### src/rtl/dc_mcl_pkg.sv
// Shared types for the MCL configuration receiver: field widths, the
// configuration bundle struct, the receiver state and the clip helper.
package dc_mcl_pkg;

  localparam int SCR_SIZE_WIDTH     = 12;
  localparam int AXI_ARADDR_WIDTH   = 32;
  localparam int RGB_WIDTH          = 24;
  localparam int SCALE_METHOD_WIDTH = 2;

  // One complete configuration bundle, as seen on conf_* and act_*.
  typedef struct packed {
    logic [SCR_SIZE_WIDTH-1:0]     screen_width;
    logic [SCR_SIZE_WIDTH-1:0]     screen_height;
    logic [SCR_SIZE_WIDTH-1:0]     tex_width;
    logic [SCR_SIZE_WIDTH-1:0]     tex_height;
    logic [SCR_SIZE_WIDTH-1:0]     image_width;
    logic [SCR_SIZE_WIDTH-1:0]     image_height;
    logic [SCR_SIZE_WIDTH-1:0]     image_offset_x;
    logic [SCR_SIZE_WIDTH-1:0]     image_offset_y;
    logic [SCALE_METHOD_WIDTH-1:0] scale_method;
    logic [RGB_WIDTH-1:0]          border_color;
    logic [AXI_ARADDR_WIDTH-1:0]   tex_address;
  } conf_t;

  typedef enum logic {
    ST_EMPTY   = 1'b0,
    ST_PENDING = 1'b1
  } rx_state_e;

  // Clamp a widened (offset + length) sum to the screen limit.
  function automatic logic [SCR_SIZE_WIDTH-1:0] clip_end(
    input logic [SCR_SIZE_WIDTH:0]   sum,
    input logic [SCR_SIZE_WIDTH-1:0] lim
  );
    logic [SCR_SIZE_WIDTH-1:0] res;
    if (sum < {1'b0, lim}) begin
      res = sum[SCR_SIZE_WIDTH-1:0];
    end else begin
      res = lim;
    end
    return res;
  endfunction

endpackage

### src/rtl/dc_mcl_conf_window_calc.sv
// Combinational layer-window clip and visibility for one configuration.
// The end coordinates are exclusive; an invisible layer reports the full
// screen as its end so downstream comparators stay well defined.
module dc_mcl_conf_window_calc
  import dc_mcl_pkg::*;
(
  input  logic [SCR_SIZE_WIDTH-1:0] screen_width_i,
  input  logic [SCR_SIZE_WIDTH-1:0] screen_height_i,
  input  logic [SCR_SIZE_WIDTH-1:0] image_width_i,
  input  logic [SCR_SIZE_WIDTH-1:0] image_height_i,
  input  logic [SCR_SIZE_WIDTH-1:0] image_offset_x_i,
  input  logic [SCR_SIZE_WIDTH-1:0] image_offset_y_i,
  output logic [SCR_SIZE_WIDTH-1:0] end_x_o,
  output logic [SCR_SIZE_WIDTH-1:0] end_y_o,
  output logic                      visible_o
);

  logic [SCR_SIZE_WIDTH:0] sum_x_s;
  logic [SCR_SIZE_WIDTH:0] sum_y_s;

  // Widened sums avoid wrap-around, then clip against the screen.
  always_comb begin
    sum_x_s   = {1'b0, image_offset_x_i} + {1'b0, image_width_i};
    sum_y_s   = {1'b0, image_offset_y_i} + {1'b0, image_height_i};
    visible_o = (image_offset_x_i < screen_width_i) &&
                (image_offset_y_i < screen_height_i) &&
                (image_width_i  != {SCR_SIZE_WIDTH{1'b0}}) &&
                (image_height_i != {SCR_SIZE_WIDTH{1'b0}});
    if (visible_o) begin
      end_x_o = clip_end(sum_x_s, screen_width_i);
      end_y_o = clip_end(sum_y_s, screen_height_i);
    end else begin
      end_x_o = screen_width_i;
      end_y_o = screen_height_i;
    end
  end

endmodule

### src/rtl/dc_mcl_conf_receiver.sv
// Consumer end of the MCL configuration interface. A bundle is held in a
// pending set and promoted to the active set only on frame_start, so the
// display pipeline never sees a configuration change mid-frame. A bundle
// arriving together with frame_start bypasses the pending set.
module dc_mcl_conf_receiver
  import dc_mcl_pkg::*;
(
  input  logic                          clk,
  input  logic                          nrst,
  input  logic                          en,
  input  logic                          conf_valid,
  output logic                          conf_ready,
  input  logic [SCR_SIZE_WIDTH-1:0]     conf_screen_width,
  input  logic [SCR_SIZE_WIDTH-1:0]     conf_screen_height,
  input  logic [SCR_SIZE_WIDTH-1:0]     conf_tex_width,
  input  logic [SCR_SIZE_WIDTH-1:0]     conf_tex_height,
  input  logic [SCR_SIZE_WIDTH-1:0]     conf_image_width,
  input  logic [SCR_SIZE_WIDTH-1:0]     conf_image_height,
  input  logic [SCR_SIZE_WIDTH-1:0]     conf_image_offset_x,
  input  logic [SCR_SIZE_WIDTH-1:0]     conf_image_offset_y,
  input  logic [SCALE_METHOD_WIDTH-1:0] conf_scale_method,
  input  logic [RGB_WIDTH-1:0]          conf_border_color,
  input  logic [AXI_ARADDR_WIDTH-1:0]   conf_tex_address,
  input  logic                          frame_start,
  output logic [SCR_SIZE_WIDTH-1:0]     act_screen_width,
  output logic [SCR_SIZE_WIDTH-1:0]     act_screen_height,
  output logic [SCR_SIZE_WIDTH-1:0]     act_tex_width,
  output logic [SCR_SIZE_WIDTH-1:0]     act_tex_height,
  output logic [SCR_SIZE_WIDTH-1:0]     act_image_width,
  output logic [SCR_SIZE_WIDTH-1:0]     act_image_height,
  output logic [SCR_SIZE_WIDTH-1:0]     act_image_offset_x,
  output logic [SCR_SIZE_WIDTH-1:0]     act_image_offset_y,
  output logic [SCALE_METHOD_WIDTH-1:0] act_scale_method,
  output logic [RGB_WIDTH-1:0]          act_border_color,
  output logic [AXI_ARADDR_WIDTH-1:0]   act_tex_address,
  output logic [SCR_SIZE_WIDTH-1:0]     act_win_end_x,
  output logic [SCR_SIZE_WIDTH-1:0]     act_win_end_y,
  output logic                          act_visible,
  output logic                          act_valid,
  output logic                          conf_applied,
  output logic                          conf_dropped
);

  conf_t     conf_in_s;
  conf_t     load_src_s;
  conf_t     pend_q, pend_d;
  conf_t     act_q;
  rx_state_e state_q, state_d;

  logic                      conf_ready_q;
  logic                      act_valid_q;
  logic                      conf_applied_q;
  logic                      conf_dropped_q;
  logic                      act_visible_q;
  logic [SCR_SIZE_WIDTH-1:0] win_end_x_q;
  logic [SCR_SIZE_WIDTH-1:0] win_end_y_q;

  logic                      xfer_s;
  logic                      bypass_s;
  logic                      promote_s;
  logic                      load_s;
  logic                      drop_set_s;
  logic [SCR_SIZE_WIDTH-1:0] calc_end_x_s;
  logic [SCR_SIZE_WIDTH-1:0] calc_end_y_s;
  logic                      calc_visible_s;

  assign conf_in_s = '{
    screen_width:   conf_screen_width,
    screen_height:  conf_screen_height,
    tex_width:      conf_tex_width,
    tex_height:     conf_tex_height,
    image_width:    conf_image_width,
    image_height:   conf_image_height,
    image_offset_x: conf_image_offset_x,
    image_offset_y: conf_image_offset_y,
    scale_method:   conf_scale_method,
    border_color:   conf_border_color,
    tex_address:    conf_tex_address
  };

  // Next-state, pending capture and active-load decisions.
  always_comb begin
    state_d    = state_q;
    pend_d     = pend_q;
    bypass_s   = 1'b0;
    promote_s  = 1'b0;
    xfer_s     = en && conf_valid && conf_ready_q;
    // Only reachable if ready and state ever disagree (en-toggle corner).
    drop_set_s = en && frame_start && (state_q == ST_EMPTY) &&
                 conf_valid && !conf_ready_q;
    case (state_q)
      ST_EMPTY: begin
        if (xfer_s && frame_start) begin
          bypass_s = 1'b1;
        end else if (xfer_s) begin
          pend_d  = conf_in_s;
          state_d = ST_PENDING;
        end else begin
          state_d = ST_EMPTY;
        end
      end
      ST_PENDING: begin
        if (en && frame_start) begin
          promote_s = 1'b1;
          state_d   = ST_EMPTY;
        end else begin
          state_d   = ST_PENDING;
        end
      end
      default: begin
        state_d = ST_EMPTY;
      end
    endcase
    load_s     = bypass_s || promote_s;
    load_src_s = bypass_s ? conf_in_s : pend_q;
  end

  dc_mcl_conf_window_calc u_window_calc (
    .screen_width_i   (load_src_s.screen_width),
    .screen_height_i  (load_src_s.screen_height),
    .image_width_i    (load_src_s.image_width),
    .image_height_i   (load_src_s.image_height),
    .image_offset_x_i (load_src_s.image_offset_x),
    .image_offset_y_i (load_src_s.image_offset_y),
    .end_x_o          (calc_end_x_s),
    .end_y_o          (calc_end_y_s),
    .visible_o        (calc_visible_s)
  );

  // State, pending and active registers; everything but the apply pulse holds while en is low.
  always_ff @(posedge clk or negedge nrst) begin
    if (!nrst) begin
      state_q        <= ST_EMPTY;
      pend_q         <= '0;
      act_q          <= '0;
      conf_ready_q   <= 1'b1;
      act_valid_q    <= 1'b0;
      conf_applied_q <= 1'b0;
      conf_dropped_q <= 1'b0;
      act_visible_q  <= 1'b0;
      win_end_x_q    <= {SCR_SIZE_WIDTH{1'b0}};
      win_end_y_q    <= {SCR_SIZE_WIDTH{1'b0}};
    end else begin
      conf_applied_q <= load_s;
      if (en) begin
        state_q      <= state_d;
        pend_q       <= pend_d;
        conf_ready_q <= (state_d == ST_EMPTY);
        if (load_s) begin
          act_q         <= load_src_s;
          win_end_x_q   <= calc_end_x_s;
          win_end_y_q   <= calc_end_y_s;
          act_visible_q <= calc_visible_s;
          act_valid_q   <= 1'b1;
        end
        if (drop_set_s) begin
          conf_dropped_q <= 1'b1;
        end
      end
    end
  end

  assign conf_ready         = conf_ready_q;
  assign act_screen_width   = act_q.screen_width;
  assign act_screen_height  = act_q.screen_height;
  assign act_tex_width      = act_q.tex_width;
  assign act_tex_height     = act_q.tex_height;
  assign act_image_width    = act_q.image_width;
  assign act_image_height   = act_q.image_height;
  assign act_image_offset_x = act_q.image_offset_x;
  assign act_image_offset_y = act_q.image_offset_y;
  assign act_scale_method   = act_q.scale_method;
  assign act_border_color   = act_q.border_color;
  assign act_tex_address    = act_q.tex_address;
  assign act_win_end_x      = win_end_x_q;
  assign act_win_end_y      = win_end_y_q;
  assign act_visible        = act_visible_q;
  assign act_valid          = act_valid_q;
  assign conf_applied       = conf_applied_q;
  assign conf_dropped       = conf_dropped_q;

endmodule

### config.mk
export PLATFORM = sky130hd
export DESIGN_NAME = dc_mcl_conf_receiver
export DESIGN_NICKNAME = d
export VERILOG_FILES = /design/src/rtl/dc_mcl_pkg.sv /design/src/rtl/dc_mcl_conf_window_calc.sv /design/src/rtl/dc_mcl_conf_receiver.sv
export SDC_FILE = /design/constraint.sdc
export NUM_CORES = 1
export LEC_CHECK = 0
export CORE_ASPECT_RATIO = 1.5
export CORE_UTILIZATION = 56
export CTS_CLUSTER_DIAMETER = 100
export DETAILED_ROUTE_END_ITERATION = 6
export PLACE_DENSITY_LB_ADDON = 0.08
export RECOVER_POWER = 100
export SETUP_SLACK_MARGIN = 0.3
export SLEW_MARGIN = 5
export SYNTH_ARGS = -nofsm -noshare
export SYNTH_HDL_FRONTEND = slang
export SYNTH_HIERARCHICAL = 1
export SYNTH_SLANG_ARGS = --single-unit
### constraint.sdc
create_clock -name clk -period 11.3 [get_ports clk]
set_clock_uncertainty 0.15 [all_clocks]
set_input_delay 2.26 -clock clk [delete_from_list [all_inputs] [get_ports clk]]
set_output_delay 2.26 -clock clk [all_outputs]
set_load 0.005 [all_outputs]
==> results of run 1 <==
## sequential cells by signal, summed over array words and instances (netlist names), 2 cells and up
register and cells:
act_screen_height 12, act_border_color 24, act_image_offset_y 12, act_image_width 12, act_image_offset_x 12, act_scale_method 2, act_tex_width 12, act_screen_width 12
pend_q 154, act_win_end_x 12, act_image_height 12, act_tex_height 12, act_win_end_y 12, act_tex_address 32
## cell usage after synthesis (2+ instances only)
master	count	area [µm²]
nor3_1	2	10.0
nor4_4	2	42.5
buf_4	11	82.6
ha_1	68	851
o21bai_1	2	15.0
nor4_1	8	50.1
o21ai_0	15	75.1
a2111oi_0	3	26.3
mux2_1	3	33.8
o221a_1	140	1580
nor2b_1	4	25.0
buf_8	3	45.0
buf_2	29	145
buf_6	18	203
dfrtp_1	337	8430
and2_1	2	12.5
nand2_1	16	60.1
buf_12	6	120
mux2_4	80	1200
xor2_1	5	43.8
o21a_1	4	30.0
a31oi_1	2	12.5
clkbuf_1	31	116
nand2b_1	3	18.8
a21o_1	13	97.6
a21oi_1	26	130
xnor2_1	14	123
nand3_1	7	35.0
nor2_1	15	56.3
o221a_2	14	158
mux2_2	192	2160
a211oi_1	10	75.1
o22a_1	154	1350
o21ai_1	2	10.0
inv_1	26	97.6
nand4_1	5	31.3
fa_1	2	40.0
## final cells by class
class	count	area [µm²]
multi-input combinational	825	8210
clock inverter	10	143
inverter	26	97.6
tap	405	507
fill	2342	9070
timing repair buffer	354	3510
clock buffer	51	1040
antenna	3	7.51
sequential	338	8460
## critical path, delay by kind of cell
family                 cells  cell delay, ps
buffers and inverters      3            5210
AOI/OAI and AO/OA          2            1700
## power by group
group / switching, mW / internal (mW)
Combinational: 0.994 / 1.22
Sequential: 0.288 / 1.61
Clock: 0.484 / 0.708
Total: 1.77 / 3.53
## routing by layer
| metal | wire, µm | vias to the layer above | GRT usage [%] |
|---|---|---|---|
| li1 | - | 5702 | - |
| met1 | 18600 | 6599 | 35.6 |
| met2 | 24800 | 376 | 51.0 |
| met3 | 2500 | 116 | 5.24 |
| met4 | 2250 | 0 | 15.1 |
| met5 | 0 | - | 0 |
## cells by family (layout without fill, tap and decap cells)
group	Yosys count	count (layout)	synth area share [%]
AO/OA/AOI/OAI	393	393	20.4
XOR/XNOR	19	19	0.939
adder cells (fa/ha/maj)	70	70	5.03
buffers and inverters	125	441	4.59
flip-flops	338	338	47.7
multiplexers	275	275	19.2
other	0	3	0
AND/OR/NAND/NOR	68	68	2.11
## final timing paths
path	start	end	slack [ps]	cells past startpoint
min in group asynchronous	nrst	act_tex_address[8]$_DFFE_PN0P_	3690	1
hold reg to reg	pend_q[124]$_DFFE_PN0P_	pend_q[124]$_DFFE_PN0P_	340	1
max in group asynchronous	nrst	pend_q[135]$_DFFE_PN0P_	3470	2
setup / recovery	conf_valid	act_screen_width[11]$_DFFE_PN0P_	2310	5
setup reg to reg	conf_ready$_DFFE_PN1P_	act_screen_width[11]$_DFFE_PN0P_	3840	4
hold / removal	pend_q[124]$_DFFE_PN0P_	pend_q[124]$_DFFE_PN0P_	340	1
## through the flow
stage / hold WS (ps) / std cells / utilization (%)
2_1_floorplan: 315 / 1288 / -
3_3_place_gp: 324 / 1948 / 68.0
3_5_place_dp: 330 / 1948 / 68.0
4_1_cts: 361 / 2009 / 71.8
5_1_grt: 356 / 2012 / 70.8
6_report: 340 / 2012 / 70.8
==> run_results.csv, run 1 <==
group,metric,value,unit
grt,first_global_vias,13309,
clock_tree,clkTransAtPathRegs,60,ps
sta,finalSetupTns,0,ps
drt,postRouteAntennaNets,0,
clock_tree,cts_resized,0,
place,io_buffers,341,
floorplanning,io_pins,342,
clock_tree,tritoncts,"yes",
place,dpl_cell_area,21100,µm²
power,ir_drop,147,µV
sta,clock.fmax,111,MHz
synth,synth_cell_types,51,
drt,first_iter_violations,677,
synth,async_flop_share,100,%
sta,hold_viol,0,
cells_and_area,final_cell_mix,"dfrtp_1 (337), mux2_2 (192), dlygate4sd3_1 (184)",
drt,drt_wl_total,48.2,mm
synth,synth_area,17700,µm²
synth,mappedNetlistNets,1517,
critical_path,crit_type,"in2reg",
floorplanning,die_area,32400,µm²
sta,worstMarginPinSlew,5730,ps
sta,slew_headroom,-282,%
clock_tree,h-tree-depth,2,
power,power,5.30,mW
drt,drc,0,
cells_and_area,layout_commonest_cell,"dfrtp_1",
critical_path,crit_chain,"dlygate4sd3_1 -> a21o_1 -> clkbuf_1 -> clkbuf_1 -> o221a_2",
critical_path,cp.required,11600,ps
critical_path,path_common_cell,"clkbuf_1",
synth,synth-seq-area-share,47.7,%
clock_tree,clockBufferDepth,3,
critical_path,cp-end-kind,"flop",
min_path,hold_path.class,"reg2reg",
drt,via_count,12793,
grt,grt_max_degree,170,
floorplanning,die_height,220,µm
grt,grt_overflow_total,0,
grt,antenna_found_initial,3,
grt,grt_usage,29.6,%
drt,first_pass_iters,4,
cells_and_area,syn2layout_area_growth,23.9,%
power,p_leak,9.27,nW
sta,finalSetupViolations,0,
synth,synth-edff-count,0,
place,dpl_worst_slack,2230,ps
clock_tree,insertion_delay,530,ps
status,violations,"max-capacitance violations, max-slew violations",
clock_tree,cts_setup_buffers,0,
clock_tree,cts_root_buf,"clkbuf_16",
sta,rsz0062_at_grt,"no",
floorplanning,row_count,79,
sta,finalCriticalPeriod,8990,ps
sta,fin_crit_sh,79.5,%
critical_path,cp_slowest_cell,"clkbuf_1",
critical_path,startpoint_type,"input port",
sta,worst_slack,2310,ps
cells_and_area,final_nets,1809,
clock_tree,cts_inserted_buffers,35,
flow_run,drv_cap,9,
synth,ys.flop_type,"dfrtp_1",
status,status,"finished with violations",
synth,synth_area_per_cell,13.8,µm²
sta,drv_slew,514,
place,gp_congestion,0.896,
clock_tree,ctsHoldBuffers,0,
critical_path,path_max_fanout,66,
cells_and_area,fin_area,22000,µm²
floorplanning,core,31000,µm²
grt,grt_pass1_wl,74.9,mm
synth,yosysWarnings,6,
critical_path,cp_data_arrival_time,9290,ps
drt,wl_per_cell,23.9,µm
power,power.density,241,nW/µm²
cells_and_area,drive_gt1_share,17.7,%
synth,synth.ff_latch_count,338,
floorplanning,die_w,147,µm
synth,synth_cells,1288,
clock_tree,clock-sinks,338,
place,dp_hpwl,32.6,mm
floorplanning,start_util,57.1,%
drt,via_per_inst,6.36,
critical_path,slowest_delay,2480,ps
Power figures use the tool's default switching activity.
==> inputs of run 2 (changes only) <==
CORE_UTILIZATION = 53   (was 56)
clock period = 8.6 ns   (was 11.3 ns; I/O delays follow)
==> run_results.csv, run 2 (synthesis gave the netlist of run 1 again) <==
group,metric,value,unit
status,status,"finished with violations",
grt,grt_overflow_total,0,
power,power.density,323,nW/µm²
place,dp.cells,1963,
critical_path,cp-end-kind,"flop",
power,p_comb_share,42.2,%
power,seqPwrFrac,34.8,%
sta,rsz0062_at_grt,"no",
cells_and_area,fin_cells,2029,
floorplanning,row_count,81,
clock_tree,ctsHoldBuffers,0,
floorplanning,io_pins,342,
floorplanning,start_util,54.1,%
drt,drc,0,
drt,via_per_inst,6.24,
clock_tree,clkTransAtPathRegs,60,ps
floorplanning,die_height,226,µm
min_path,hold_path_end,"act_valid$_DFFE_PN0P_",
cells_and_area,final_cell_mix,"dfrtp_1 (337), mux2_2 (192), dlygate4sd3_1 (184)",
power,sw_frac_of_total,33.1,%
critical_path,crit_type,"in2reg",
cells_and_area,regMostFlops,"pend_q",
place,dpl_cell_area,21200,µm²
sta,drv_slew,619,
cells_and_area,largest_reg_flops,154,
floorplanning,core,32700,µm²
clock_tree,h-tree-depth,2,
clock_tree,cts_setup_buffers,0,
sta,finalCriticalPeriod,7280,ps
place,dpl_worst_slack,1100,ps
power,p_leak,9.37,nW
sta,hold_viol,0,
drt,first_pass_iters,5,
critical_path,cp.required,8860,ps
cells_and_area,syn2layout_area_growth,24.9,%
sta,worst_slack,1320,ps
critical_path,startpoint_type,"input port",
place,io_buffers,341,
place,dp_hpwl,32.7,mm
sta,worstMarginPinSlew,4080,ps
drt,first_iter_violations,615,
grt,grt_pass1_wl,74.9,mm
grt,first_global_vias,12962,
critical_path,rr_endpoint,"pend_q[49]$_DFFE_PN0P_",
drt,via_count,12659,
grt,antenna_found_initial,1,
cells_and_area,fillers,2484,
drt,drt_wl_total,48.7,mm
clock_tree,clockBufferDepth,3,
floorplanning,die_area,34200,µm²
sta,clock.fmax,137,MHz
grt,grt_max_degree,169,
clock_tree,insertion_delay,540,ps
place,gp_congestion,0.877,
clock_tree,tritoncts,"yes",
power,power_switching,2.37,mW
critical_path,reg2regPathDepth,4,
flow_run,drv_cap,7,
sta,slew_headroom,-172,%
cells_and_area,drive_gt1_share,19.3,%
clock_tree,cts_root_buf,"clkbuf_16",
floorplanning,die_w,151,µm
min_path,hold_path.class,"reg2reg",
critical_path,r2r_start,"state_q$_DFFE_PN0P_",
sta,finalSetupViolations,0,
critical_path,reg2reg_slack,2860,ps
cells_and_area,fin_area,22100,µm²
drt,wl_per_cell,24.0,µm
power,clkPwrFrac,23.0,%
power,power.internal,4.78,mW
min_path,hold_depth,1,
critical_path,path_max_fanout,157,
sta,fin_crit_sh,84.6,%
grt,grt_usage,28.5,%
min_path,min_from,"act_valid$_DFFE_PN0P_",
critical_path,cp_data_arrival_time,7530,ps
status,violations,"max-capacitance violations, max-slew violations",
drt,postRouteAntennaNets,0,
power,ir_drop,225,µV
sta,finalSetupTns,0,ps
clock_tree,clock-sinks,338,
cells_and_area,layout_commonest_cell,"dfrtp_1",
cells_and_area,final_nets,1816,
clock_tree,cts_resized,0,
clock_tree,cts_inserted_buffers,37,
==> run 2: power by group through the flow <==
| stage | clock network (mW) | registers [mW] | logic [mW] |
|---|---|---|---|
| CTS | 1.67 | 2.50 | 3.20 |
| detailed placement | 0 | 2.52 | 3.18 |
| floorplan | 0 | 2.44 | 1.99 |
| finish | 1.65 | 2.48 | 3.01 |
| global route | 1.74 | 2.55 | 3.28 |
| global placement | 0 | 2.49 | 3.13 |
==> run 2: worst max path at each step <==
stage                                          to  slack, ps  cells past startpoint        from
floorplan           act_win_end_x[10]$_DFFE_PN0P_       1980                     22          en
global placement     act_win_end_x[0]$_DFFE_PN0P_       1170                     20  conf_valid
CTS                  act_win_end_x[0]$_DFFE_PN0P_       1650                     20  conf_valid
detailed placement   act_win_end_x[0]$_DFFE_PN0P_       1100                     20  conf_valid
global route         act_win_end_y[3]$_DFFE_PN0P_       1110                      6          en
finish               act_win_end_y[0]$_DFFE_PN0P_       1320                      6          en
==> run 2: through the flow <==
stage	util, %	total power, mW	hold WS, ps
2_1_floorplan	-	4.44	315
6_report	67.6	7.14	326
3_3_place_gp	64.6	5.62	306
4_1_cts	68.4	7.37	332
5_1_grt	67.6	7.57	346
3_5_place_dp	64.6	5.69	314
==> run 2: routing by layer <==
| metal | GRT usage, % | share of wire, % | up-vias |
|---|---|---|---|
| met3 | 5.56 | 5.7 | 106 |
| met4 | 13.7 | 4.6 | 0 |
| met5 | 0 | 0 | - |
| met1 | 35.0 | 39 | 6474 |
| met2 | 47.6 | 50 | 369 |
| li1 | - | - | 5710 |
==> run 2: worst max-delay path, cell delays in order <==
cell and delay (ps):
dlygate4sd3_1 680, and2_0 260, clkbuf_2 2670, and2_1 370, clkbuf_1 1230, mux2_2 440
==> run 2: layout make-up <==
cell class,instances,area (µm²),area share [%]
inverters,26,97.6,0.441
clock inverters,14,188,0.848
clock buffers,51,1060,4.79
multi-input cells,825,8270,37.4
diodes,1,2.50,0.0113
flip-flops and latches,338,8460,38.2
repair buffers,359,3530,16.0
well taps,415,519,2.35
